[src/rtl/alu_issue_arbiter_if.sv]
// Requester, ALU and response signal bundle for alu_issue_arbiter.
// master is the arbiter's view; slave is the surrounding requesters, ALU and consumer.
interface alu_issue_arbiter_if #(
  parameter int DATA_W = 16,
  parameter int TAG_W  = 4
);
  logic              req0_valid;
  logic              req0_ready;
  logic [4:0]        req0_opcode;
  logic [1:0]        req0_funct;
  logic [DATA_W-1:0] req0_a;
  logic [DATA_W-1:0] req0_b;
  logic [TAG_W-1:0]  req0_tag;

  logic              req1_valid;
  logic              req1_ready;
  logic [4:0]        req1_opcode;
  logic [1:0]        req1_funct;
  logic [DATA_W-1:0] req1_a;
  logic [DATA_W-1:0] req1_b;
  logic [TAG_W-1:0]  req1_tag;

  logic [4:0]        alu_opcode;
  logic [1:0]        alu_funct;
  logic [DATA_W-1:0] alu_a;
  logic [DATA_W-1:0] alu_b;
  logic [DATA_W-1:0] alu_out;

  logic              resp_valid;
  logic              resp_ready;
  logic [DATA_W-1:0] resp_data;
  logic              resp_id;
  logic [TAG_W-1:0]  resp_tag;
  logic              busy;

  modport master (
    input  req0_valid, req0_opcode, req0_funct, req0_a, req0_b, req0_tag,
    output req0_ready,
    input  req1_valid, req1_opcode, req1_funct, req1_a, req1_b, req1_tag,
    output req1_ready,
    output alu_opcode, alu_funct, alu_a, alu_b,
    input  alu_out,
    output resp_valid, resp_data, resp_id, resp_tag, busy,
    input  resp_ready
  );

  modport slave (
    output req0_valid, req0_opcode, req0_funct, req0_a, req0_b, req0_tag,
    input  req0_ready,
    output req1_valid, req1_opcode, req1_funct, req1_a, req1_b, req1_tag,
    input  req1_ready,
    input  alu_opcode, alu_funct, alu_a, alu_b,
    output alu_out,
    input  resp_valid, resp_data, resp_id, resp_tag, busy,
    output resp_ready
  );
endinterface

[src/rtl/alu_issue_arbiter.sv]
// Round-robin sharing of one combinational ALU between two requesters:
// issue register (S1) drives the ALU, response register (S2) captures its result.
module alu_issue_arbiter #(
  parameter int DATA_W    = 16,
  parameter int TAG_W     = 4,
  parameter bit PRIO_INIT = 1'b0
) (
  input logic                 clk,
  input logic                 rst_n,
  alu_issue_arbiter_if.master bus
);

  logic              s1_valid_q, s1_valid_d;
  logic [4:0]        s1_opcode_q, s1_opcode_d;
  logic [1:0]        s1_funct_q, s1_funct_d;
  logic [DATA_W-1:0] s1_a_q, s1_a_d;
  logic [DATA_W-1:0] s1_b_q, s1_b_d;
  logic              s1_id_q, s1_id_d;
  logic [TAG_W-1:0]  s1_tag_q, s1_tag_d;

  logic              resp_valid_q, resp_valid_d;
  logic [DATA_W-1:0] resp_data_q, resp_data_d;
  logic              resp_id_q, resp_id_d;
  logic [TAG_W-1:0]  resp_tag_q, resp_tag_d;

  logic              prio_q, prio_d;

  logic              s2_free;
  logic              s1_take;
  logic              grant;
  logic              take0;
  logic              take1;

  always_comb begin
    s2_free = !resp_valid_q || bus.resp_ready;
    s1_take = !s1_valid_q || s2_free;
    if (bus.req0_valid && bus.req1_valid) grant = prio_q;
    else                                  grant = bus.req1_valid;
    take0 = s1_take && !grant && bus.req0_valid;
    take1 = s1_take &&  grant && bus.req1_valid;
  end

  // rst_n only masks the outputs; the flops never see it on their D path
  assign bus.req0_ready = rst_n && take0;
  assign bus.req1_ready = rst_n && take1;

  always_comb begin
    s1_valid_d   = s1_valid_q;
    s1_opcode_d  = s1_opcode_q;
    s1_funct_d   = s1_funct_q;
    s1_a_d       = s1_a_q;
    s1_b_d       = s1_b_q;
    s1_id_d      = s1_id_q;
    s1_tag_d     = s1_tag_q;
    resp_valid_d = resp_valid_q;
    resp_data_d  = resp_data_q;
    resp_id_d    = resp_id_q;
    resp_tag_d   = resp_tag_q;
    prio_d       = prio_q;

    if (s1_take) s1_valid_d = take0 || take1;
    if (take0) begin
      s1_opcode_d = bus.req0_opcode;
      s1_funct_d  = bus.req0_funct;
      s1_a_d      = bus.req0_a;
      s1_b_d      = bus.req0_b;
      s1_id_d     = 1'b0;
      s1_tag_d    = bus.req0_tag;
      prio_d      = 1'b1;
    end else if (take1) begin
      s1_opcode_d = bus.req1_opcode;
      s1_funct_d  = bus.req1_funct;
      s1_a_d      = bus.req1_a;
      s1_b_d      = bus.req1_b;
      s1_id_d     = 1'b1;
      s1_tag_d    = bus.req1_tag;
      prio_d      = 1'b0;
    end

    if (s1_valid_q && s2_free) begin
      resp_valid_d = 1'b1;
      resp_data_d  = bus.alu_out;
      resp_id_d    = s1_id_q;
      resp_tag_d   = s1_tag_q;
    end else if (bus.resp_ready) begin
      resp_valid_d = 1'b0;
    end
  end

  always_ff @(posedge clk or negedge rst_n) begin
    if (!rst_n) begin
      s1_valid_q   <= 1'b0;
      s1_opcode_q  <= '0;
      s1_funct_q   <= '0;
      s1_a_q       <= '0;
      s1_b_q       <= '0;
      s1_id_q      <= 1'b0;
      s1_tag_q     <= '0;
      resp_valid_q <= 1'b0;
      resp_data_q  <= '0;
      resp_id_q    <= 1'b0;
      resp_tag_q   <= '0;
      prio_q       <= PRIO_INIT;
    end else begin
      s1_valid_q   <= s1_valid_d;
      s1_opcode_q  <= s1_opcode_d;
      s1_funct_q   <= s1_funct_d;
      s1_a_q       <= s1_a_d;
      s1_b_q       <= s1_b_d;
      s1_id_q      <= s1_id_d;
      s1_tag_q     <= s1_tag_d;
      resp_valid_q <= resp_valid_d;
      resp_data_q  <= resp_data_d;
      resp_id_q    <= resp_id_d;
      resp_tag_q   <= resp_tag_d;
      prio_q       <= prio_d;
    end
  end

  // ALU sees zeros whenever the issue stage is empty
  assign bus.alu_opcode = s1_valid_q ? s1_opcode_q : '0;
  assign bus.alu_funct  = s1_valid_q ? s1_funct_q  : '0;
  assign bus.alu_a      = s1_valid_q ? s1_a_q      : '0;
  assign bus.alu_b      = s1_valid_q ? s1_b_q      : '0;

  assign bus.resp_valid = resp_valid_q;
  assign bus.resp_data  = resp_data_q;
  assign bus.resp_id    = resp_id_q;
  assign bus.resp_tag   = resp_tag_q;
  assign bus.busy       = s1_valid_q || resp_valid_q;

endmodule

[src/flat_wrapper.sv]
// flat-port wrapper written by rule: the top's interface ports become plain ports
module alu_issue_arbiter_flat 
#(
  parameter int DATA_W    = 16,
  parameter int TAG_W     = 4,
  parameter bit PRIO_INIT = 1'b0
)
  (clk, rst_n, bus_req0_valid, bus_req0_opcode, bus_req0_funct, bus_req0_a, bus_req0_b, bus_req0_tag, bus_req0_ready, bus_req1_valid, bus_req1_opcode, bus_req1_funct, bus_req1_a, bus_req1_b, bus_req1_tag, bus_req1_ready, bus_alu_opcode, bus_alu_funct, bus_alu_a, bus_alu_b, bus_alu_out, bus_resp_valid, bus_resp_data, bus_resp_id, bus_resp_tag, bus_busy, bus_resp_ready);
  alu_issue_arbiter_if #(.DATA_W(DATA_W), .TAG_W(TAG_W)) bus_i ();
  input logic clk;
  input logic rst_n;
  input wire logic [$bits(bus_i.req0_valid)-1:0] bus_req0_valid;
  input wire logic [$bits(bus_i.req0_opcode)-1:0] bus_req0_opcode;
  input wire logic [$bits(bus_i.req0_funct)-1:0] bus_req0_funct;
  input wire logic [$bits(bus_i.req0_a)-1:0] bus_req0_a;
  input wire logic [$bits(bus_i.req0_b)-1:0] bus_req0_b;
  input wire logic [$bits(bus_i.req0_tag)-1:0] bus_req0_tag;
  output wire logic [$bits(bus_i.req0_ready)-1:0] bus_req0_ready;
  input wire logic [$bits(bus_i.req1_valid)-1:0] bus_req1_valid;
  input wire logic [$bits(bus_i.req1_opcode)-1:0] bus_req1_opcode;
  input wire logic [$bits(bus_i.req1_funct)-1:0] bus_req1_funct;
  input wire logic [$bits(bus_i.req1_a)-1:0] bus_req1_a;
  input wire logic [$bits(bus_i.req1_b)-1:0] bus_req1_b;
  input wire logic [$bits(bus_i.req1_tag)-1:0] bus_req1_tag;
  output wire logic [$bits(bus_i.req1_ready)-1:0] bus_req1_ready;
  output wire logic [$bits(bus_i.alu_opcode)-1:0] bus_alu_opcode;
  output wire logic [$bits(bus_i.alu_funct)-1:0] bus_alu_funct;
  output wire logic [$bits(bus_i.alu_a)-1:0] bus_alu_a;
  output wire logic [$bits(bus_i.alu_b)-1:0] bus_alu_b;
  input wire logic [$bits(bus_i.alu_out)-1:0] bus_alu_out;
  output wire logic [$bits(bus_i.resp_valid)-1:0] bus_resp_valid;
  output wire logic [$bits(bus_i.resp_data)-1:0] bus_resp_data;
  output wire logic [$bits(bus_i.resp_id)-1:0] bus_resp_id;
  output wire logic [$bits(bus_i.resp_tag)-1:0] bus_resp_tag;
  output wire logic [$bits(bus_i.busy)-1:0] bus_busy;
  input wire logic [$bits(bus_i.resp_ready)-1:0] bus_resp_ready;
  assign bus_i.req0_valid = bus_req0_valid;
  assign bus_i.req0_opcode = bus_req0_opcode;
  assign bus_i.req0_funct = bus_req0_funct;
  assign bus_i.req0_a = bus_req0_a;
  assign bus_i.req0_b = bus_req0_b;
  assign bus_i.req0_tag = bus_req0_tag;
  assign bus_req0_ready = bus_i.req0_ready;
  assign bus_i.req1_valid = bus_req1_valid;
  assign bus_i.req1_opcode = bus_req1_opcode;
  assign bus_i.req1_funct = bus_req1_funct;
  assign bus_i.req1_a = bus_req1_a;
  assign bus_i.req1_b = bus_req1_b;
  assign bus_i.req1_tag = bus_req1_tag;
  assign bus_req1_ready = bus_i.req1_ready;
  assign bus_alu_opcode = bus_i.alu_opcode;
  assign bus_alu_funct = bus_i.alu_funct;
  assign bus_alu_a = bus_i.alu_a;
  assign bus_alu_b = bus_i.alu_b;
  assign bus_i.alu_out = bus_alu_out;
  assign bus_resp_valid = bus_i.resp_valid;
  assign bus_resp_data = bus_i.resp_data;
  assign bus_resp_id = bus_i.resp_id;
  assign bus_resp_tag = bus_i.resp_tag;
  assign bus_busy = bus_i.busy;
  assign bus_i.resp_ready = bus_resp_ready;
  alu_issue_arbiter #(.DATA_W(DATA_W), .TAG_W(TAG_W), .PRIO_INIT(PRIO_INIT)) u_core (.clk(clk), .rst_n(rst_n), .bus(bus_i));
endmodule
[config.mk]
export PLATFORM = sky130hd
export DESIGN_NAME = alu_issue_arbiter_flat
export DESIGN_NICKNAME = d
export VERILOG_FILES = /design/src/rtl/alu_issue_arbiter_if.sv /design/src/rtl/alu_issue_arbiter.sv /design/src/flat_wrapper.sv
export SDC_FILE = /design/constraint.sdc
export NUM_CORES = 1
export LEC_CHECK = 0
export BUFFER_PORTS_ARGS = -buffer_cell sky130_fd_sc_hd__buf_2
export CORE_ASPECT_RATIO = 0.7
export CORE_MARGIN = 2
export CORE_UTILIZATION = 48
export CTS_BUF_LIST = sky130_fd_sc_hd__clkbuf_4 sky130_fd_sc_hd__clkbuf_8
export DETAILED_ROUTE_END_ITERATION = 10
export GPL_ROUTABILITY_DRIVEN = 0
export PLACE_DENSITY = 0.83
export SLEW_MARGIN = 15
export SYNTH_ARGS = -nofsm -noshare
export SYNTH_HDL_FRONTEND = slang
export SYNTH_SLANG_ARGS = --single-unit
[constraint.sdc]
create_clock -name clk -period 2.1 [get_ports clk]
set_input_delay 0.42 -clock clk [delete_from_list [all_inputs] [get_ports clk]]
set_output_delay 0.42 -clock clk [all_outputs]
set_load 0.02 [all_outputs]
* Word-level counts from Yosys, hierarchy flattened
Index checks and enable logic that the tools add are counted.
** Operators by class
- Reductions and logical operators :: 17
- Mux-type cells :: 21
** Operator list (number)
- 16-bit 2-to-1 mux :: 6
- 5-bit 2-to-1 mux :: 3
- 1-bit logical AND :: 8
- 4-bit 2-to-1 mux :: 2
- 1-bit 2-to-1 mux :: 7
- 2-bit 2-to-1 mux :: 3
- 1-bit logical OR :: 4
- 2-bit nonzero test :: 2
- 1-bit logical NOT :: 3
** Storage, ports and cells
- Register bits :: 68
- Word-level logic and storage cells :: 50
- Input bits :: 107

* Longest topological paths before layout
Gate-level depths: netlist (run 1).
- Depth after elaboration :: 7
- Gate-level depth with buffers :: 5
- Gate-level depth less buffers :: 3

* Worst setup path after synthesis (run 1)
OpenSTA, ideal clock, no wires.
- Path kind :: register to output
- Start point :: reg u_core.resp_valid_q, in the netlist u_core.bus.resp_valid
- End point :: out bus_req1_ready
- Data arrival time :: 1318 ps
- Cell stages (with the launch flop) :: 5
- Path slack :: 362 ps
- Cell sequence :: dfrtp_1 > and3b_1 > buf_2 > nor3b_1 > and2_1
** On the way
- Cells in the longest elaborated chain, start to end :: 6
** Ends and longest elaborated chain
- from (decl) :: RTL line alu_issue_arbiter.sv:21 : logic resp_valid_q, resp_valid_d;
- from (signal assigned) :: RTL line alu_issue_arbiter.sv:112 : resp_valid_q <= resp_valid_d;
- 1-bit logical NOT :: RTL line alu_issue_arbiter.sv:35 : s2_free = !resp_valid_q || bus.resp_ready;
- 1-bit logical OR :: RTL line alu_issue_arbiter.sv:35
- 1-bit logical OR :: RTL line alu_issue_arbiter.sv:36 : s1_take = !s1_valid_q || s2_free;
- 1-bit logical AND (2 in series) :: RTL line alu_issue_arbiter.sv:40 : take1 = s1_take && grant && bus.req1_valid;
- 1-bit logical AND :: RTL line alu_issue_arbiter.sv:45 : assign bus.req1_ready = rst_n && take1;
- to (decl) :: RTL line flat_wrapper.sv:25 : output wire logic [$bits(bus_i.req1_ready)-1:0] bus_req1_ready;
No other way between the ends.

* Final worst setup path (run 1)
- Start point :: reg u_core.s1_valid_q
- End point :: out bus_req0_ready
** On the way
- Cells in the longest elaborated chain, start to end :: 5
** Ends and longest elaborated chain
- from (decl) :: RTL line alu_issue_arbiter.sv:13 : logic s1_valid_q, s1_valid_d;
- from (signal assigned) :: RTL line alu_issue_arbiter.sv:105 : s1_valid_q <= s1_valid_d;
- 1-bit logical NOT :: RTL line alu_issue_arbiter.sv:36
- 1-bit logical OR :: RTL line alu_issue_arbiter.sv:36
- 1-bit logical AND (2 in series) :: RTL line alu_issue_arbiter.sv:39 : take0 = s1_take && !grant && bus.req0_valid;
- 1-bit logical AND :: RTL line alu_issue_arbiter.sv:44 : assign bus.req0_ready = rst_n && take0;
- to (decl) :: RTL line flat_wrapper.sv:18 : output wire logic [$bits(bus_i.req0_ready)-1:0] bus_req0_ready;
No other way between the ends.

==> impl_metrics.py, run 1 <==
metrics = {
    "outcome": {
        "status": "finished clean",
    },
    "layout": {
        "diodes": 0,
        "drive_above_1_share_pct": 47.67,
        "area_growth_pct": 35.95,
        "fin_nets": 574,
    },
    "timing": {
        "fin_crit_sh_pct": 95.47,
        "slew_viol_final": 0,
        "hold_viol": 0,
        "worst_slew_margin_rel_pct": 63.58,
        "fmax_ghz": 0.4988,
        "fin_setup_tns_ns": 0,
        "finalCriticalPeriod_ns": 2.005,
        "grt_setup_unrepaired": "no",
        "fin_worst_skew_ns": 0.006258,
        "setup_viol": 0,
        "worst_slew_pin_slew_ns": 0.5443,
    },
    "clock_tree": {
        "clkLatencyLatePin_ns": 0.33,
        "cts.reportedPaths.clkPinSlew_ns": 0.07,
        "cts_buffers": 9,
        "clock_path_buffers": 2,
        "hold_buffers": 0,
        "cts_root_buf": "clkbuf_8",
        "clock_sinks": 68,
        "cts_tree": "built",
        "h-tree-depth": 3,
    },
    "floorplanning": {
        "die_w_um": 102.6,
        "die_y_um": 73.00,
        "ioPinCount": 171,
        "die-area_sq_um": 7487,
        "core_area_sq_um": 6663,
        "start_util_pct": 49.00,
        "num_rows": 25,
    },
    "placement": {
        "hpwl_mm": 6.168,
        "portBuffers": 170,
    },
    "critical_path": {
        "crit_type": "flip-flop to output port",
        "critPathCaptureType": "output port",
        "worstPathArrival_ns": 1.58,
        "path_max_fanout": 8,
        "cp-start-kind": "flip-flop",
        "required_ns": 1.68,
        "r2r_cells": 4,
    },
    "pwr": {
        "sw_frac_of_total_pct": 31.34,
        "leakage_nw": 2.236,
        "ir_drop_v": 0.0004107,
        "power_frac_comb_pct": 28.8,
        "p_per_area_nw_per_um2": 933.4,
        "clkPwrFrac_pct": 30.6,
        "finalPower_mw": 4.142,
        "switchingPower_mw": 1.298,
        "power_frac_seq_pct": 40.6,
        "internal-power_mw": 2.844,
    },
    "logic_synthesis": {
        "seq_area_frac_synth_pct": 52.13,
        "synth_cells": 305,
        "ys_warn_count": 0,
        "synth_cell_types": 21,
        "syn_area_sq_um": 3264,
        "avgSynthCellArea_sq_um": 10.70,
        "syn_nets": 412,
        "ys_ff_latch": 68,
    },
    "drt": {
        "wl_per_cell_um": 15.30,
        "drtIter0Drc": 128,
        "wl_mm": 8.660,
        "drtPass1Iterations": 4,
        "viasPerCell": 5.288,
        "vias": 2993,
        "drcViolationCount": 0,
        "drtAntennaViolNets": 0,
    },
    "global_route": {
        "antenna_found_initial": 0,
        "grt_max_degree": 45,
        "grt_pass1_wl_mm": 13.47,
        "overflow": 0,
        "grt_pass1_vias": 2847,
        "grt_use_total_pct": 23.57,
    },
    "flow_run": {
        "max_cap_violations": 0,
    },
    "hold_path": {
        "hp-class": "input port to asynchronous set/reset pin",
    },
}
-- kinds of logic after synthesis --
kind of cell / synth area share [%]
AND/OR/NAND/NOR: 21.50
flip-flops: 52.13
AO/OA/AOI/OAI: 13.80
buffers and inverters: 5.328
multiplexers: 7.244
-- state kept, by name, summed over array words and instances, names as in the netlist --
name / cells
u_core.bus.resp_data: 16
u_core.bus.resp_id: 1
u_core.bus.resp_tag: 4
u_core.bus.resp_valid: 1
u_core.prio_q: 1
u_core.s1_a_q: 16
u_core.s1_b_q: 16
u_core.s1_funct_q: 2
u_core.s1_id_q: 1
u_core.s1_opcode_q: 5
u_core.s1_tag_q: 4
u_core.s1_valid_q: 1
-- path summary, 6_finish.rpt --
| kind | start | to | slack (ns) |
|---|---|---|---|
| worst max-delay path | u_core.s1_valid_q | bus_req0_ready | 0.1 |
| worst min-delay path | rst_n | u_core.prio_q | 0.11 |
| worst max register to register | u_core.s1_valid_q | u_core.s1_tag_q[0] | 0.38 |
| worst min register to register | u_core.bus.resp_data[10] | u_core.bus.resp_data[10] | 0.50 |
| max in group asynchronous | rst_n | u_core.s1_a_q[14] | 1.53 |
| min in group clk | bus_req0_funct[0] | u_core.s1_funct_q[0] | 0.31 |
-- cells in the mapped netlist, drive strengths merged --
library cell	n	area, sq um
or3	1	6.260
nor2b	1	6.260
clkbuf	10	37.54
o21ai	1	5.000
inv	2	7.510
dfrtp	68	1702
o21bai	2	15.01
and2	41	256.5
and3b	1	8.760
nand2	45	168.9
buf	20	128.9
nor3	43	215.2
nor3b	1	7.510
nand2b	2	12.51
mux2	21	236.5
or2	1	6.260
and3	1	6.260
a221o	43	430.4
nand3b	1	7.510
-- critical path, stage by stage, from the launching register on --
cell and delay [ns]:
dfrtp_2 0.46, nand3b_1 0.17, and3_2 0.29, and2_1 0.16
buf_2 0.16
-- cells in the final DEF, fill, tap and decap left out --
| master | n |
|---|---|
| nand2b_1 | 2 |
| inv_1 | 2 |
| mux2_2 | 21 |
| inv_6 | 2 |
| buf_12 | 1 |
| nand2_1 | 45 |
| dfrtp_2 | 1 |
| bufinv_16 | 2 |
| or2_2 | 1 |
| and3_2 | 1 |
| nor3_1 | 43 |
| nor3b_4 | 1 |
| buf_2 | 170 |
| nor2b_4 | 1 |
| o21bai_1 | 2 |
| and3b_2 | 1 |
| o21ai_4 | 1 |
| or3_1 | 1 |
| clkbuf_8 | 12 |
| nand3b_1 | 1 |
| dfrtp_1 | 67 |
| buf_4 | 10 |
| and2_1 | 41 |
| a221o_1 | 43 |
-- power groups by stage --
stage	registers [mW]	logic (mW)	clock network, mW
floorplan	1.75	0.697	0
global placement	1.69	1.17	0
detailed placement	1.69	1.20	0
CTS	1.68	1.20	1.31
global route	1.71	1.30	1.37
finish	1.68	1.19	1.27
-- through the flow --
stage / instances / instance area (sq um) / setup WS (ns) / util [%] / hold WS [ns]
CTS: 566 / 4431 / 0.03088 / 66.50 / 0.09764
global placement: 550 / 4183 / 0.2877 / 62.78 / 0.4624
global route: 566 / 4438 / 0.01834 / 66.61 / 0.1256
finish: 566 / 4438 / 0.09513 / 66.61 / 0.1058
floorplan: 305 / 3264 / 0.3621 / - / 0.1244
detailed placement: 550 / 4183 / 0.2450 / 62.78 / 0.4670
-- layer usage --
metal	share of wire, %	up-vias	wire length (um)	GRT usage [%]
li1	-	1432	-	-
met1	45	1419	3921	32.06
met2	46	129	3974	37.18
met3	7.6	13	660	5.747
met4	1.2	0	104	8.296
met5	0	-	0	0
-- final cells by class --
cell class                 count  area [sq um]
fill                         531          2225
sequential                    68          1703
multi-input combinational    205          1421
timing repair buffer         181         945.9
clock buffer                  12         165.2
tap                           94         117.6
clock inverter                 4         77.57
inverter                       2         7.507
-- what timing repair did --
item | in CTS | in global routing
endpoints found under the hold margin | 0 | 0
buffers inserted | 0 | 0
gates resized for setup | 1 | 2
setup endpoints to repair | 1 | 2
Power figures use the tool's default switching activity.
==> run 2: changes to the inputs <==
- PLACE_DENSITY: 0.83 -> not set
- PLACE_DENSITY_LB_ADDON: not set -> 0.25
- REMOVE_ABC_BUFFERS: not set -> 1
==> run 2 against run 1 <==
Critical path depth is the same. Routed wire length grew 5.1%. Final cell count is the same. Sequential share of layout area grew 0.13 points. Non-clock buffer count is the same. Cell area shrank 0.34%. Clock skew grew 0.0024 ns. Combinational power is essentially flat. Fmax grew 1.6%. Via count grew 1.3%. Setup slack gained 0.031 ns. Register-to-register slack gained 0.11 ns.
==> impl_metrics.py, run 2 (synthesis results as in run 1) <==
metrics = {
    "critical_path": {
        "worstPathArrival_ns": 1.55,
        "cp_top_family": "simple AND/OR/NAND/NOR gates",
        "required_ns": 1.68,
        "r2r_end": "u_core.s1_b_q[2]",
        "cpMaxStageDelayCell": "dfrtp_1",
        "cp-start-kind": "flip-flop",
        "path_max_fanout": 15,
        "cp.depth": 4,
        "cp.buffers_inverters": 1,
        "crit_type": "flip-flop to output port",
        "worstSetupStartpoint": "u_core.bus.resp_valid",
        "slowest_delay_ns": 0.42,
        "worst_r2r_startpoint": "u_core.bus.resp_valid",
        "crit_chain": "nand3b_1 -> and3_4 -> and2_1 -> buf_2",
        "r2r_cells": 4,
        "rrSetupSlack_ns": 0.49,
        "critPathCaptureType": "output port",
    },
    "floorplanning": {
        "core_area_sq_um": 6663,
        "die_w_um": 102.6,
        "num_rows": 25,
        "ioPinCount": 171,
        "die_y_um": 73.00,
        "start_util_pct": 49.00,
        "die-area_sq_um": 7487,
    },
    "clock_tree": {
        "hold_buffers": 0,
        "clock_sinks": 68,
        "cts_buffers": 9,
        "cts_root_buf": "clkbuf_8",
        "h-tree-depth": 3,
        "clock_path_buffers": 2,
        "cts.reportedPaths.clkPinSlew_ns": 0.08,
        "clkLatencyLatePin_ns": 0.34,
        "cts_tree": "built",
    },
    "timing": {
        "fin_worst_skew_ns": 0.008634,
        "fin_crit_sh_pct": 94.01,
        "hold_viol": 0,
        "fmax_ghz": 0.5066,
        "finalCriticalPeriod_ns": 1.974,
        "slew_viol_final": 0,
        "grt_setup_unrepaired": "no",
        "setup_viol": 0,
        "worst_slew_margin_rel_pct": 25.52,
        "worst_slew_pin_slew_ns": 1.113,
    },
    "layout": {
        "final_cell_mix": "buf_2, dfrtp_1, nand2_1",
        "fin_nets": 574,
        "instances_no_fill": 566,
        "fillers": 563,
        "final_common_cell": "buf_2",
        "post-route-util_pct": 66.39,
        "area_growth_pct": 35.49,
        "drive_above_1_share_pct": 47.46,
        "diodes": 0,
    },
    "global_route": {
        "antenna_found_initial": 0,
        "grtUsageMet3_pct": 7.759,
        "grtUsageMet1_pct": 34.04,
        "grt_use_total_pct": 24.67,
        "grtUsageMet2_pct": 38.34,
        "grt_max_degree": 45,
        "overflow": 0,
        "busiest_layer": "met2",
        "grt_pass1_vias": 2950,
        "grt_pass1_wl_mm": 14.07,
    },
    "pwr": {
        "leakage_nw": 2.221,
        "p_per_area_nw_per_um2": 931.3,
        "finalPower_mw": 4.119,
        "ir_drop_v": 0.0004270,
    },
    "drt": {
        "viasPerCell": 5.357,
        "drcViolationCount": 0,
        "drtIter0Drc": 106,
        "wl_mm": 9.099,
        "vias": 3032,
        "drtPass1Iterations": 4,
        "wl_per_cell_um": 16.08,
        "drtAntennaViolNets": 0,
    },
    "placement": {
        "portBuffers": 170,
        "hpwl_mm": 6.384,
        "dp_cells": 549,
    },
    "outcome": {
        "status": "finished clean",
    },
    "hold_path": {
        "hp-class": "input port to asynchronous set/reset pin",
    },
    "flow_run": {
        "max_cap_violations": 0,
    },
}
## run 2: cell count changes in the layout (fill, tap and decap cells not counted), sizes merged
cell      delta
clkinvlp     +2
clkbuf       -1
clkinv       +1
inv          -2
## run 2: final cells by class
class                   count  area [sq um]  share of cell area [%]
multi-input cells         205          1414                   31.97
well taps                  94         117.6                   2.659
repair buffers            181         945.9                   21.39
clock inverters             5         83.83                   1.895
flip-flops and latches     68          1703                   38.50
inverters                   2         7.507                  0.1697
clock buffers              11         151.4                   3.423
## run 2: repair_timing
| item | in CTS | in global routing |
|---|---|---|
| buffers inserted | 0 | 1 |
| hold endpoints to repair | 0 | 0 |
| endpoints found under the setup margin | 2 | 1 |
| resized for setup | 2 | 0 |
## run 2: routing by layer
layer / vias up / part of all wire, %
li1: 1423 / -
met3: 6 / 8.6
met5: - / 0
met1: 1460 / 45
met2: 143 / 46
met4: 0 / 0.58
## run 2: metrics by stage
step / setup slack (ns) / instance area (sq um) / hold slack, ns / setup TNS (ns)
after floorplan: -0.6963 / 3098 / 0.1244 / -15.60
after global placement: 0.2792 / 4175 / 0.4818 / 0
after detailed placement: 0.2462 / 4175 / 0.4878 / 0
after CTS: 0.02929 / 4415 / 0.1645 / 0
after global routing: 0.04164 / 4423 / 0.1919 / 0
final: 0.1259 / 4423 / 0.1664 / 0
## run 2: report_power, final
part	internal, mW	leakage [nW]	switching [mW]
combinational	0.524	1.29	0.675
sequential	1.55	0.816	0.131
clock	0.735	0.112	0.508
## run 2: worst max path at each step
stage	endpoint
after floorplan	bus_req1_ready
after global placement	bus_req0_ready
after detailed placement	u_core.s1_b_q[14]
after CTS	bus_req1_ready
after global routing	bus_req0_ready
final	bus_req0_ready
